[src/rtl/morse_pkg.sv]
// -----------------------------------------------------------------------------
// morse_pkg
// Shared definitions for the Morse decoder and the future encoder:
//   state_t       - controller states (IDLE, MARK, SPACE, WAIT_WORD)
//   INVALID_CODE  - char_code reported for overflowed or unknown patterns
//   LETTER_BASE   - code of 'A'; letters occupy LETTER_BASE .. LETTER_BASE+25
//   DIGIT_BASE    - code of '0'; digits occupy DIGIT_BASE .. DIGIT_BASE+9
// -----------------------------------------------------------------------------
package morse_pkg;

    typedef enum logic [1:0] {
        IDLE      = 2'd0,
        MARK      = 2'd1,
        SPACE     = 2'd2,
        WAIT_WORD = 2'd3
    } state_t;

    localparam logic [5:0] INVALID_CODE = 6'd63;
    localparam logic [5:0] LETTER_BASE  = 6'd0;
    localparam logic [5:0] DIGIT_BASE   = 6'd26;

endpackage

[src/rtl/morse_lut.sv]
// -----------------------------------------------------------------------------
// morse_lut
// Combinational Morse pattern lookup.
//   sym_len  [2:0] in  - number of symbols in the pattern (1..5)
//   sym_bits [4:0] in  - symbols, newest in bit 0, dash = 1, unused bits 0
//   code     [5:0] out - 0-25 = A-Z, 26-35 = 0-9, INVALID_CODE otherwise
// -----------------------------------------------------------------------------
module morse_lut
    import morse_pkg::*;
(
    input  logic [2:0] sym_len,
    input  logic [4:0] sym_bits,
    output logic [5:0] code
);

    always_comb begin
        // The first symbol sent sits in bit sym_len-1, the last in bit 0.
        case ({sym_len, sym_bits})
            {3'd2, 5'b00001}: code = LETTER_BASE + 6'd0;   // A .-
            {3'd4, 5'b01000}: code = LETTER_BASE + 6'd1;   // B -...
            {3'd4, 5'b01010}: code = LETTER_BASE + 6'd2;   // C -.-.
            {3'd3, 5'b00100}: code = LETTER_BASE + 6'd3;   // D -..
            {3'd1, 5'b00000}: code = LETTER_BASE + 6'd4;   // E .
            {3'd4, 5'b00010}: code = LETTER_BASE + 6'd5;   // F ..-.
            {3'd3, 5'b00110}: code = LETTER_BASE + 6'd6;   // G --.
            {3'd4, 5'b00000}: code = LETTER_BASE + 6'd7;   // H ....
            {3'd2, 5'b00000}: code = LETTER_BASE + 6'd8;   // I ..
            {3'd4, 5'b00111}: code = LETTER_BASE + 6'd9;   // J .---
            {3'd3, 5'b00101}: code = LETTER_BASE + 6'd10;  // K -.-
            {3'd4, 5'b00100}: code = LETTER_BASE + 6'd11;  // L .-..
            {3'd2, 5'b00011}: code = LETTER_BASE + 6'd12;  // M --
            {3'd2, 5'b00010}: code = LETTER_BASE + 6'd13;  // N -.
            {3'd3, 5'b00111}: code = LETTER_BASE + 6'd14;  // O ---
            {3'd4, 5'b00110}: code = LETTER_BASE + 6'd15;  // P .--.
            {3'd4, 5'b01101}: code = LETTER_BASE + 6'd16;  // Q --.-
            {3'd3, 5'b00010}: code = LETTER_BASE + 6'd17;  // R .-.
            {3'd3, 5'b00000}: code = LETTER_BASE + 6'd18;  // S ...
            {3'd1, 5'b00001}: code = LETTER_BASE + 6'd19;  // T -
            {3'd3, 5'b00001}: code = LETTER_BASE + 6'd20;  // U ..-
            {3'd4, 5'b00001}: code = LETTER_BASE + 6'd21;  // V ...-
            {3'd3, 5'b00011}: code = LETTER_BASE + 6'd22;  // W .--
            {3'd4, 5'b01001}: code = LETTER_BASE + 6'd23;  // X -..-
            {3'd4, 5'b01011}: code = LETTER_BASE + 6'd24;  // Y -.--
            {3'd4, 5'b01100}: code = LETTER_BASE + 6'd25;  // Z --..
            {3'd5, 5'b11111}: code = DIGIT_BASE + 6'd0;    // 0 -----
            {3'd5, 5'b01111}: code = DIGIT_BASE + 6'd1;    // 1 .----
            {3'd5, 5'b00111}: code = DIGIT_BASE + 6'd2;    // 2 ..---
            {3'd5, 5'b00011}: code = DIGIT_BASE + 6'd3;    // 3 ...--
            {3'd5, 5'b00001}: code = DIGIT_BASE + 6'd4;    // 4 ....-
            {3'd5, 5'b00000}: code = DIGIT_BASE + 6'd5;    // 5 .....
            {3'd5, 5'b10000}: code = DIGIT_BASE + 6'd6;    // 6 -....
            {3'd5, 5'b11000}: code = DIGIT_BASE + 6'd7;    // 7 --...
            {3'd5, 5'b11100}: code = DIGIT_BASE + 6'd8;    // 8 ---..
            {3'd5, 5'b11110}: code = DIGIT_BASE + 6'd9;    // 9 ----.
            default:          code = INVALID_CODE;
        endcase
    end

endmodule

[src/rtl/morse_decoder.sv]
// -----------------------------------------------------------------------------
// morse_decoder
// Decodes a keyed Morse stream into letter/digit codes and word boundaries.
// Timing is measured in units supplied by unit_tick.
//   clk        in  - single clock, rising edge
//   reset      in  - asynchronous, active-high
//   unit_tick  in  - one-clk pulse per Morse unit
//   key_in     in  - debounced synchronous key level, 1 = key down
//   char_code  out - decoded code (0-25 A-Z, 26-35 0-9, 63 invalid), held
//   char_valid out - one-clk pulse qualifying char_code
//   word_valid out - one-clk pulse at each word gap
//   busy       out - high whenever the controller is not IDLE
// -----------------------------------------------------------------------------
module morse_decoder
    import morse_pkg::*;
#(
    parameter int DASH_MIN   = 2,
    parameter int LETTER_GAP = 2,
    parameter int WORD_GAP   = 5,
    parameter int MAX_SYM    = 5
) (
    input  logic       clk,
    input  logic       reset,
    input  logic       unit_tick,
    input  logic       key_in,
    output logic [5:0] char_code,
    output logic       char_valid,
    output logic       word_valid,
    output logic       busy
);

    localparam logic [3:0] DASH_MIN_U   = 4'(DASH_MIN);
    localparam logic [3:0] LETTER_GAP_U = 4'(LETTER_GAP);
    localparam logic [3:0] LETTER_LAST  = 4'(LETTER_GAP - 1);
    localparam logic [3:0] WORD_LAST    = 4'(WORD_GAP - 1);
    localparam logic [2:0] MAX_LEN      = 3'(MAX_SYM);

    state_t     state;
    state_t     state_next;
    logic       key_in_d;
    logic       rise;
    logic       fall;
    logic [3:0] unit_count;
    logic [4:0] sym_bits;
    logic [2:0] sym_len;
    logic       overflow;
    logic       is_dash;
    logic       start_letter;
    logic       append_sym;
    logic       emit_char;
    logic       emit_word;
    logic [5:0] lut_code;

    assign rise = key_in & ~key_in_d;
    assign fall = ~key_in & key_in_d;

    // Uses the count registered before this cycle, so a tick landing on the
    // release edge does not lengthen the mark.
    assign is_dash = (unit_count >= DASH_MIN_U);

    morse_lut u_lut (
        .sym_len  (sym_len),
        .sym_bits (sym_bits),
        .code     (lut_code)
    );

    // NOTE: sequential state uses non-blocking assignments so every register
    // samples pre-edge values, independent of process evaluation order.
    always_ff @(posedge clk or posedge reset) begin
        if (reset) begin
            state <= IDLE;
        end else begin
            state <= state_next;
        end
    end

    // NOTE: every output of this block is given a default first, so no path
    // leaves a signal unassigned and no latch is inferred.
    always_comb begin
        state_next   = state;
        start_letter = 1'b0;
        append_sym   = 1'b0;
        emit_char    = 1'b0;
        emit_word    = 1'b0;
        case (state)
            IDLE: begin
                if (rise) begin
                    start_letter = 1'b1;
                    state_next   = MARK;
                end
            end
            MARK: begin
                if (fall) begin
                    append_sym = 1'b1;
                    state_next = SPACE;
                end
            end
            SPACE: begin
                // A new key-down wins over a coincident letter-gap tick.
                if (rise) begin
                    state_next = MARK;
                end else if (unit_tick && unit_count == LETTER_LAST) begin
                    emit_char  = 1'b1;
                    state_next = WAIT_WORD;
                end
            end
            WAIT_WORD: begin
                if (rise) begin
                    start_letter = 1'b1;
                    state_next   = MARK;
                end else if (unit_tick && unit_count == WORD_LAST) begin
                    emit_word  = 1'b1;
                    state_next = IDLE;
                end
            end
            default: state_next = IDLE;
        endcase
    end

    always_ff @(posedge clk or posedge reset) begin
        if (reset) begin
            key_in_d   <= 1'b0;
            unit_count <= 4'd0;
            sym_bits   <= 5'd0;
            sym_len    <= 3'd0;
            overflow   <= 1'b0;
            char_code  <= 6'd0;
            char_valid <= 1'b0;
            word_valid <= 1'b0;
            busy       <= 1'b0;
        end else begin
            key_in_d   <= key_in;
            char_valid <= emit_char;
            word_valid <= emit_word;
            busy       <= (state_next != IDLE);

            // The count restarts on each transition, except that WAIT_WORD
            // carries on from LETTER_GAP so it measures units since release.
            if (state_next != state) begin
                unit_count <= (state_next == WAIT_WORD) ? LETTER_GAP_U : 4'd0;
            end else if (unit_tick && state != IDLE && unit_count != 4'hF) begin
                unit_count <= unit_count + 4'd1;
            end

            if (start_letter) begin
                sym_bits <= 5'd0;
                sym_len  <= 3'd0;
                overflow <= 1'b0;
            end else if (append_sym) begin
                if (sym_len == MAX_LEN) begin
                    overflow <= 1'b1;
                end else begin
                    sym_bits <= {sym_bits[3:0], is_dash};
                    sym_len  <= sym_len + 3'd1;
                end
            end

            if (emit_char) begin
                char_code <= overflow ? INVALID_CODE : lut_code;
            end
        end
    end

endmodule

[config.mk]
export PLATFORM = sky130hd
export DESIGN_NAME = morse_decoder
export DESIGN_NICKNAME = d
export VERILOG_FILES = /design/src/rtl/morse_pkg.sv /design/src/rtl/morse_lut.sv /design/src/rtl/morse_decoder.sv
export SDC_FILE = /design/constraint.sdc
export NUM_CORES = 1
export LEC_CHECK = 0
export BUFFER_PORTS_ARGS = -buffer_cell sky130_fd_sc_hd__buf_2
export CAP_MARGIN = 20
export CORE_AREA = 2 2 79 81
export CTS_BUF_LIST = sky130_fd_sc_hd__clkbuf_8
export DETAILED_ROUTE_END_ITERATION = 10
export DIE_AREA = 0 0 81 83
export PLACE_DENSITY = 0.59
export SKIP_CTS_REPAIR_TIMING = 1
export SYNTH_ARGS = -nofsm -noshare
export SYNTH_HDL_FRONTEND = slang
export SYNTH_SLANG_ARGS = --single-unit
[constraint.sdc]
create_clock -name clk -period 1.7 [get_ports clk]
set_input_delay 0.255 -clock clk [delete_from_list [all_inputs] [get_ports clk]]
set_output_delay 0.255 -clock clk [all_outputs]
set_load 0.05 [all_outputs]
==> flow_metrics.py, run 1 <==
metrics = {
    "status": {
        "status": "finished with violations",
        "failed_checks": "setup timing",
    },
    "critical_path": {
        "r2r-start": "sym_len[2]",
        "crit_path_end_kind": "register",
        "r2r_cells": 7,
        "crit_fanout": 5,
        "worst-path-buf-inv": 1,
        "crit_family": "compound AO/OA/AOI/OAI gates",
        "cp_data_arrival_time_ns": 2.00,
        "worstReg2RegEnd": "char_code[2]",
        "required_ns": 1.85,
        "reg2reg_slack_ns": -0.15,
        "crit_chain": "buf_4, nor3b_4, nand2b_1, a32oi_1, a211oi_1, a2111oi_1, a31oi_1",
        "startpoint": "sym_len[2]",
        "start_kind": "register",
        "critPathKind": "register to register",
        "slowest_stage": "dfrtp_2",
        "cp_slowest_stage_delay_ns": 0.44,
    },
    "layout": {
        "utilization_pct": 49.05,
        "syn2layout_area_growth_pct": 42.77,
        "layout.nets": 324,
        "final_layout_size_suffix_gt1_share_pct": 42.39,
        "antenna_cells": 0,
    },
    "pwr": {
        "p_int_mw": 2.504,
        "finalPower_mw": 4.587,
        "ir_drop_uv": 1296,
        "power_per_cell_area_nw_per_um2": 1608,
        "p_leak_nw": 1.312,
        "switchingPower_mw": 2.084,
        "comb_power_share_pct": 70.8,
        "clkPwrFrac_pct": 7.7,
        "swShare_pct": 45.42,
        "pwr-share-seq_pct": 21.5,
    },
    "synth": {
        "syn_inst": 229,
        "yosysTopAreaCell": "dfrtp_1",
        "ys_async_sr_fraction_pct": 100.0,
        "seq_area_frac_synth_pct": 31.31,
        "synthesis.area_sq_um": 1998,
        "synth_seq_cells": 25,
        "syn_avg_cell_area_sq_um": 8.726,
        "yosysTopAreaCellShare_pct": 31.31,
        "synth.distinct_cells": 58,
        "synth-edff-count": 0,
        "syn_nets": 243,
        "ys.warnings.count": 0,
        "ys.flop_type": "dfrtp_1",
        "synth.area.top_cells": "dfrtp_1, ha_1, nor2_1, mux2i_1, nand2_1",
    },
    "clock_network": {
        "cts_buffer_depth": 2,
        "clkTransAtPathRegs_ns": 0.09,
        "htreeDepth": 1,
        "cts_tree": "done",
        "clock_sinks": 25,
        "cts_root_buf": "clkbuf_8",
        "clk_latency_ns": 0.27,
        "cts_buffers": 3,
    },
    "hold_path": {
        "whs_path_depth": 2,
        "holdPathEnd": "key_in_d",
        "hold_path_class": "input port to register",
        "min_from": "key_in",
    },
    "route": {
        "drt_iter0_drc": 68,
        "drc": 0,
        "first_pass_iters": 4,
        "wire_per_inst_microns": 14.28,
        "num_vias": 1992,
        "ant_nets": 0,
        "vias_per_cell": 5.188,
        "wl_mm": 5.485,
    },
    "grt": {
        "grt_max_degree": 17,
        "grt_pass1_vias": 1960,
        "grt_use_total_pct": 17.03,
        "grt_pass1_wl_mm": 9.170,
        "antenna_found_initial": 0,
        "grt-ovfl-total": 0,
    },
    "timing": {
        "hold_ws_ns": 0.2561,
        "hold_viol_final": 0,
        "final-setup-viol-count": 11,
        "rsz0062_at_grt": "yes",
        "fin_crit_ns": 1.852,
        "max_freq_ghz": 0.5401,
        "fin_crit_sh_pct": 108.9,
        "relSlewSlack_pct": 68.16,
        "timing.final.ws_setup_ns": -0.1516,
        "slew_viol_final": 0,
        "tightest_slew_ns": 0.4763,
        "clock_skew_ns": 0.001411,
    },
    "placed_design": {
        "gp_congestion": 0.8813,
        "port_buffers": 12,
        "dp_hpwl_mm": 4.203,
    },
    "floorplan": {
        "rows": 28,
        "initial_core_util_pct": 34.36,
        "die_h_microns": 83,
        "die_width_microns": 81,
        "die-area_sq_um": 6723,
        "io_pins": 13,
        "core_sq_um": 5816,
    },
    "job": {
        "cap_violations": 0,
    },
}
==> cells in the mapped netlist (2+ instances only) <==
| cell | instances |
|---|---|
| or2_2 | 2 |
| buf_6 | 3 |
| o22ai_1 | 3 |
| nor2_1 | 30 |
| or2_1 | 2 |
| xor2_1 | 5 |
| a21o_1 | 2 |
| o21ai_0 | 8 |
| nor4_1 | 2 |
| nor3_1 | 6 |
| ha_1 | 10 |
| inv_1 | 13 |
| mux2i_1 | 7 |
| buf_2 | 5 |
| a31oi_1 | 8 |
| o211ai_1 | 3 |
| nand4_1 | 3 |
| buf_4 | 3 |
| nand2b_1 | 4 |
| dfrtp_1 | 25 |
| a211oi_1 | 5 |
| nor2b_1 | 4 |
| xnor2_1 | 3 |
| nand4b_1 | 2 |
| a21oi_1 | 8 |
| nand3b_1 | 4 |
| nand3_1 | 11 |
| nand2_1 | 15 |
| a32oi_1 | 2 |
| a311oi_1 | 3 |
==> metrics by stage <==
step,std cells,area [sq um],TNS (ns),setup slack [ns]
detailed placement,371,2646,-1.567,-0.1946
CTS,375,2691,-1.854,-0.2094
floorplan,229,2034,-0.03722,-0.03722
finish,384,2853,-1.124,-0.1516
global route,384,2853,-2.729,-0.3055
global placement,371,2646,-1.595,-0.2275
==> flip-flops by register name, summed over array words and instances (netlist names) <==
name,flops
busy,1
overflow,1
sym_bits,5
char_valid,1
key_in_d,1
word_valid,1
unit_count,4
state,2
char_code,6
sym_len,3
==> routing by layer <==
layer / global-route usage, % / share of wire (%)
met1: 21.76 / 43
met2: 29.38 / 51
met3: 3.261 / 4.6
met4: 3.698 / 1.3
met5: 0 / 0
==> worst max path at each step <==
stage / cells after the start / slack [ns] / endpoint
floorplan: 8 / -0.04 / unit_count[1]
global placement: 7 / -0.23 / char_code[2]
detailed placement: 7 / -0.19 / char_code[1]
CTS: 7 / -0.21 / char_code[1]
global route: 8 / -0.31 / unit_count[1]
finish: 7 / -0.15 / char_code[2]
==> area by class of cell <==
type	count	area (sq um)
multi-input cells	178	1351
clock inverters	1	3.754
inverters	13	48.80
clock buffers	3	41.29
well taps	75	93.84
fillers	561	2963
flip-flops and latches	25	631.9
repair buffers	89	681.9
==> cell families (layout without fill, tap and decap cells) <==
logic type               after synthesis  count (layout)  share of synthesized area [%]
XOR/XNOR                               8               8                          3.507
flip-flops                            25              25                          31.31
adder cells (fa/ha/maj)               10              10                          6.262
multiplexers                           7               7                          3.507
buffers and inverters                 26             106                          6.950
AND/OR/NAND/NOR                      100             100                          29.56
AO/OA/AOI/OAI                         53              53                          18.91
==> power groups by stage <==
stage               clock network [mW]  logic [mW]  registers (mW)
finish                           0.355        3.25           0.986
detailed placement                   0        2.99           0.990
CTS                              0.368        3.00           0.980
global route                     0.392        3.56            1.02
floorplan                            0        1.62            1.23
global placement                     0        2.98           0.984
==> placed cells by master, fill, tap and decap left out, types with 6 or more instances in the layout <==
master / netlist / routed
buf_2: 5 / 12
o21ai_0: 8 / 8
nor2_1: 30 / 30
buf_4: 3 / 72
inv_1: 13 / 10
mux2i_1: 7 / 7
nor3_1: 6 / 6
nand3_1: 11 / 11
dfrtp_1: 25 / 20
nand2_1: 15 / 13
ha_1: 10 / 6
a21oi_1: 8 / 7
a31oi_1: 8 / 7
Power figures use the tool's default switching activity.
==> run 2: changes to the inputs <==
Settings changed: CAP_MARGIN 20 to not set, CORE_AREA 2 2 79 81 to 2 2 94 69, DIE_AREA 0 0 81 83 to 0 0 96 71, PLACE_DENSITY 0.59 to 0.58.
==> flow_metrics.py, run 2 (same netlist as run 1, synthesis figures left out) <==
metrics = {
    "clock_network": {
        "cts_root_buf": "clkbuf_8",
        "clk_latency_ns": 0.27,
        "cts_buffers": 3,
        "cts_buffer_depth": 2,
        "clkTransAtPathRegs_ns": 0.10,
        "htreeDepth": 1,
        "clock_sinks": 25,
        "cts_tree": "done",
    },
    "route": {
        "wire_per_inst_microns": 15.12,
        "ant_nets": 0,
        "num_vias": 1965,
        "drc": 0,
        "wl_mm": 5.821,
        "vias_per_cell": 5.104,
        "drt_iter0_drc": 84,
        "first_pass_iters": 4,
    },
    "critical_path": {
        "start_kind": "register",
        "crit_path_end_kind": "register",
        "required_ns": 1.86,
        "slowest_stage": "dfrtp_1",
        "cp_data_arrival_time_ns": 2.07,
        "worstReg2RegEnd": "unit_count[1]",
        "crit_chain": "buf_4, ha_1, o32ai_2, o221ai_2, xnor2_1, o211ai_2, mux2i_1",
        "critPathKind": "register to register",
        "cp_slowest_stage_delay_ns": 0.41,
        "r2r-start": "state[1]",
        "crit_fanout": 4,
        "r2r_cells": 7,
        "reg2reg_slack_ns": -0.21,
    },
    "timing": {
        "clock_skew_ns": 0.01018,
        "hold_viol_final": 0,
        "fin_crit_sh_pct": 112.2,
        "fin_crit_ns": 1.908,
        "slew_viol_final": 0,
        "relSlewSlack_pct": 72.62,
        "max_freq_ghz": 0.5241,
        "final-setup-viol-count": 11,
        "timing.final.ws_setup_ns": -0.2081,
        "tightest_slew_ns": 0.4083,
        "rsz0062_at_grt": "yes",
    },
    "layout": {
        "final_layout_size_suffix_gt1_share_pct": 42.35,
        "final_common_cell": "buf_4",
        "layout_common_cells": "buf_4, nor2_1, dfrtp_1",
        "syn2layout_area_growth_pct": 43.27,
        "utilization_pct": 47.91,
        "regMostFlops": "char_code",
        "reg.largest.list": "char_code (6), sym_bits (5), unit_count (4)",
        "design_area_sq_um": 2863,
        "layout.nets": 322,
        "antenna_cells": 0,
        "largest_reg_flops": 6,
    },
    "pwr": {
        "switchingPower_mw": 2.178,
        "clkPwrFrac_pct": 7.8,
        "power_per_cell_area_nw_per_um2": 1619,
        "pwr-share-seq_pct": 21.0,
        "ir_drop_uv": 532.4,
        "p_int_mw": 2.458,
        "p_leak_nw": 1.304,
        "swShare_pct": 46.98,
        "comb_power_share_pct": 71.2,
    },
    "placed_design": {
        "dp_hpwl_mm": 4.405,
        "port_buffers": 12,
        "gp_congestion": 0.9126,
        "postPlaceCellArea_sq_um": 2635,
    },
    "status": {
        "failed_checks": "setup timing",
        "status": "finished with violations",
    },
    "hold_path": {
        "hold_path_class": "input port to asynchronous set/reset pin",
    },
    "grt": {
        "grt_pass1_wl_mm": 9.225,
        "grt_max_degree": 26,
        "grt_pass1_vias": 1869,
        "antenna_found_initial": 0,
        "grt-ovfl-total": 0,
        "grt_use_total_pct": 17.09,
    },
    "floorplan": {
        "core_sq_um": 5976,
        "die_width_microns": 96,
        "io_pins": 13,
        "die_h_microns": 71,
        "die-area_sq_um": 6816,
        "rows": 24,
        "initial_core_util_pct": 33.44,
    },
    "job": {
        "cap_violations": 0,
    },
}
==> run 2: cell count changes in the layout (fill, tap and decap cells not counted), sizes merged <==
cell         previous run  this run
clkinvlp                0         1
buf                    88        85
dlygate4sd3             1         0
clkbuf                  3         5
inv                    14        13
==> run 2: worst max-delay path by stage <==
stage	from	to	slack, ns	cells past startpoint
2_1_floorplan	state[0]	unit_count[1]	-0.04	8
3_3_place_gp	sym_len[0]	char_code[0]	-0.27	6
3_5_place_dp	sym_len[0]	char_code[3]	-0.23	6
4_1_cts	sym_len[0]	char_code[3]	-0.26	6
5_1_grt	state[1]	unit_count[1]	-0.34	8
6_report	state[1]	unit_count[1]	-0.21	7
==> run 2: final cells by class <==
type,count,area (sq um)
fillers,567,3113
multi-input cells,178,1359
repair buffers,87,679.4
flip-flops and latches,25,629.4
well taps,78,97.59
inverters,13,48.80
clock buffers,3,41.29
clock inverters,1,7.507
==> run 2: power by group through the flow <==
| stage | logic [mW] | registers [mW] | clock network, mW |
|---|---|---|---|
| floorplan | 1.62 | 1.23 | 0 |
| global placement | 2.95 | 0.980 | 0 |
| detailed placement | 2.98 | 0.990 | 0 |
| CTS | 2.99 | 0.978 | 0.382 |
| global route | 3.56 | 0.998 | 0.415 |
| finish | 3.30 | 0.972 | 0.362 |
==> run 2: through the flow <==
stage	total power, mW	TNS [ns]	hold WS (ns)	cells	setup WS (ns)
after floorplan	2.850	-0.03722	0.2823	229	-0.03722
after global placement	3.934	-1.705	0.3246	372	-0.2716
after detailed placement	3.966	-1.903	0.3307	372	-0.2343
after CTS	4.346	-2.556	0.02555	376	-0.2573
after global routing	4.970	-2.983	0.04458	385	-0.3382
final	4.636	-1.446	0.01594	385	-0.2081
==> run 2: worst max-delay path: cells and delay by family, from the launching register on <==
| kind | cells | cell delay [ns] |
|---|---|---|
| AOI/OAI and AO/OA | 3 | 0.67 |
| xor gates and xnor gates | 1 | 0.20 |
| adders and majority gates | 1 | 0.20 |
| buffers and inverters | 1 | 0.15 |
| DFF | 1 | 0.41 |
| muxes | 1 | 0.15 |
==> run 2: per-layer routing <==
layer | track usage [%] | part of all wire, % | vias up
li1 | - | - | 987
met1 | 25.59 | 50 | 907
met2 | 25.62 | 44 | 65
met3 | 3.301 | 4.9 | 6
met4 | 3.175 | 1.0 | 0
met5 | 0 | 0 | -
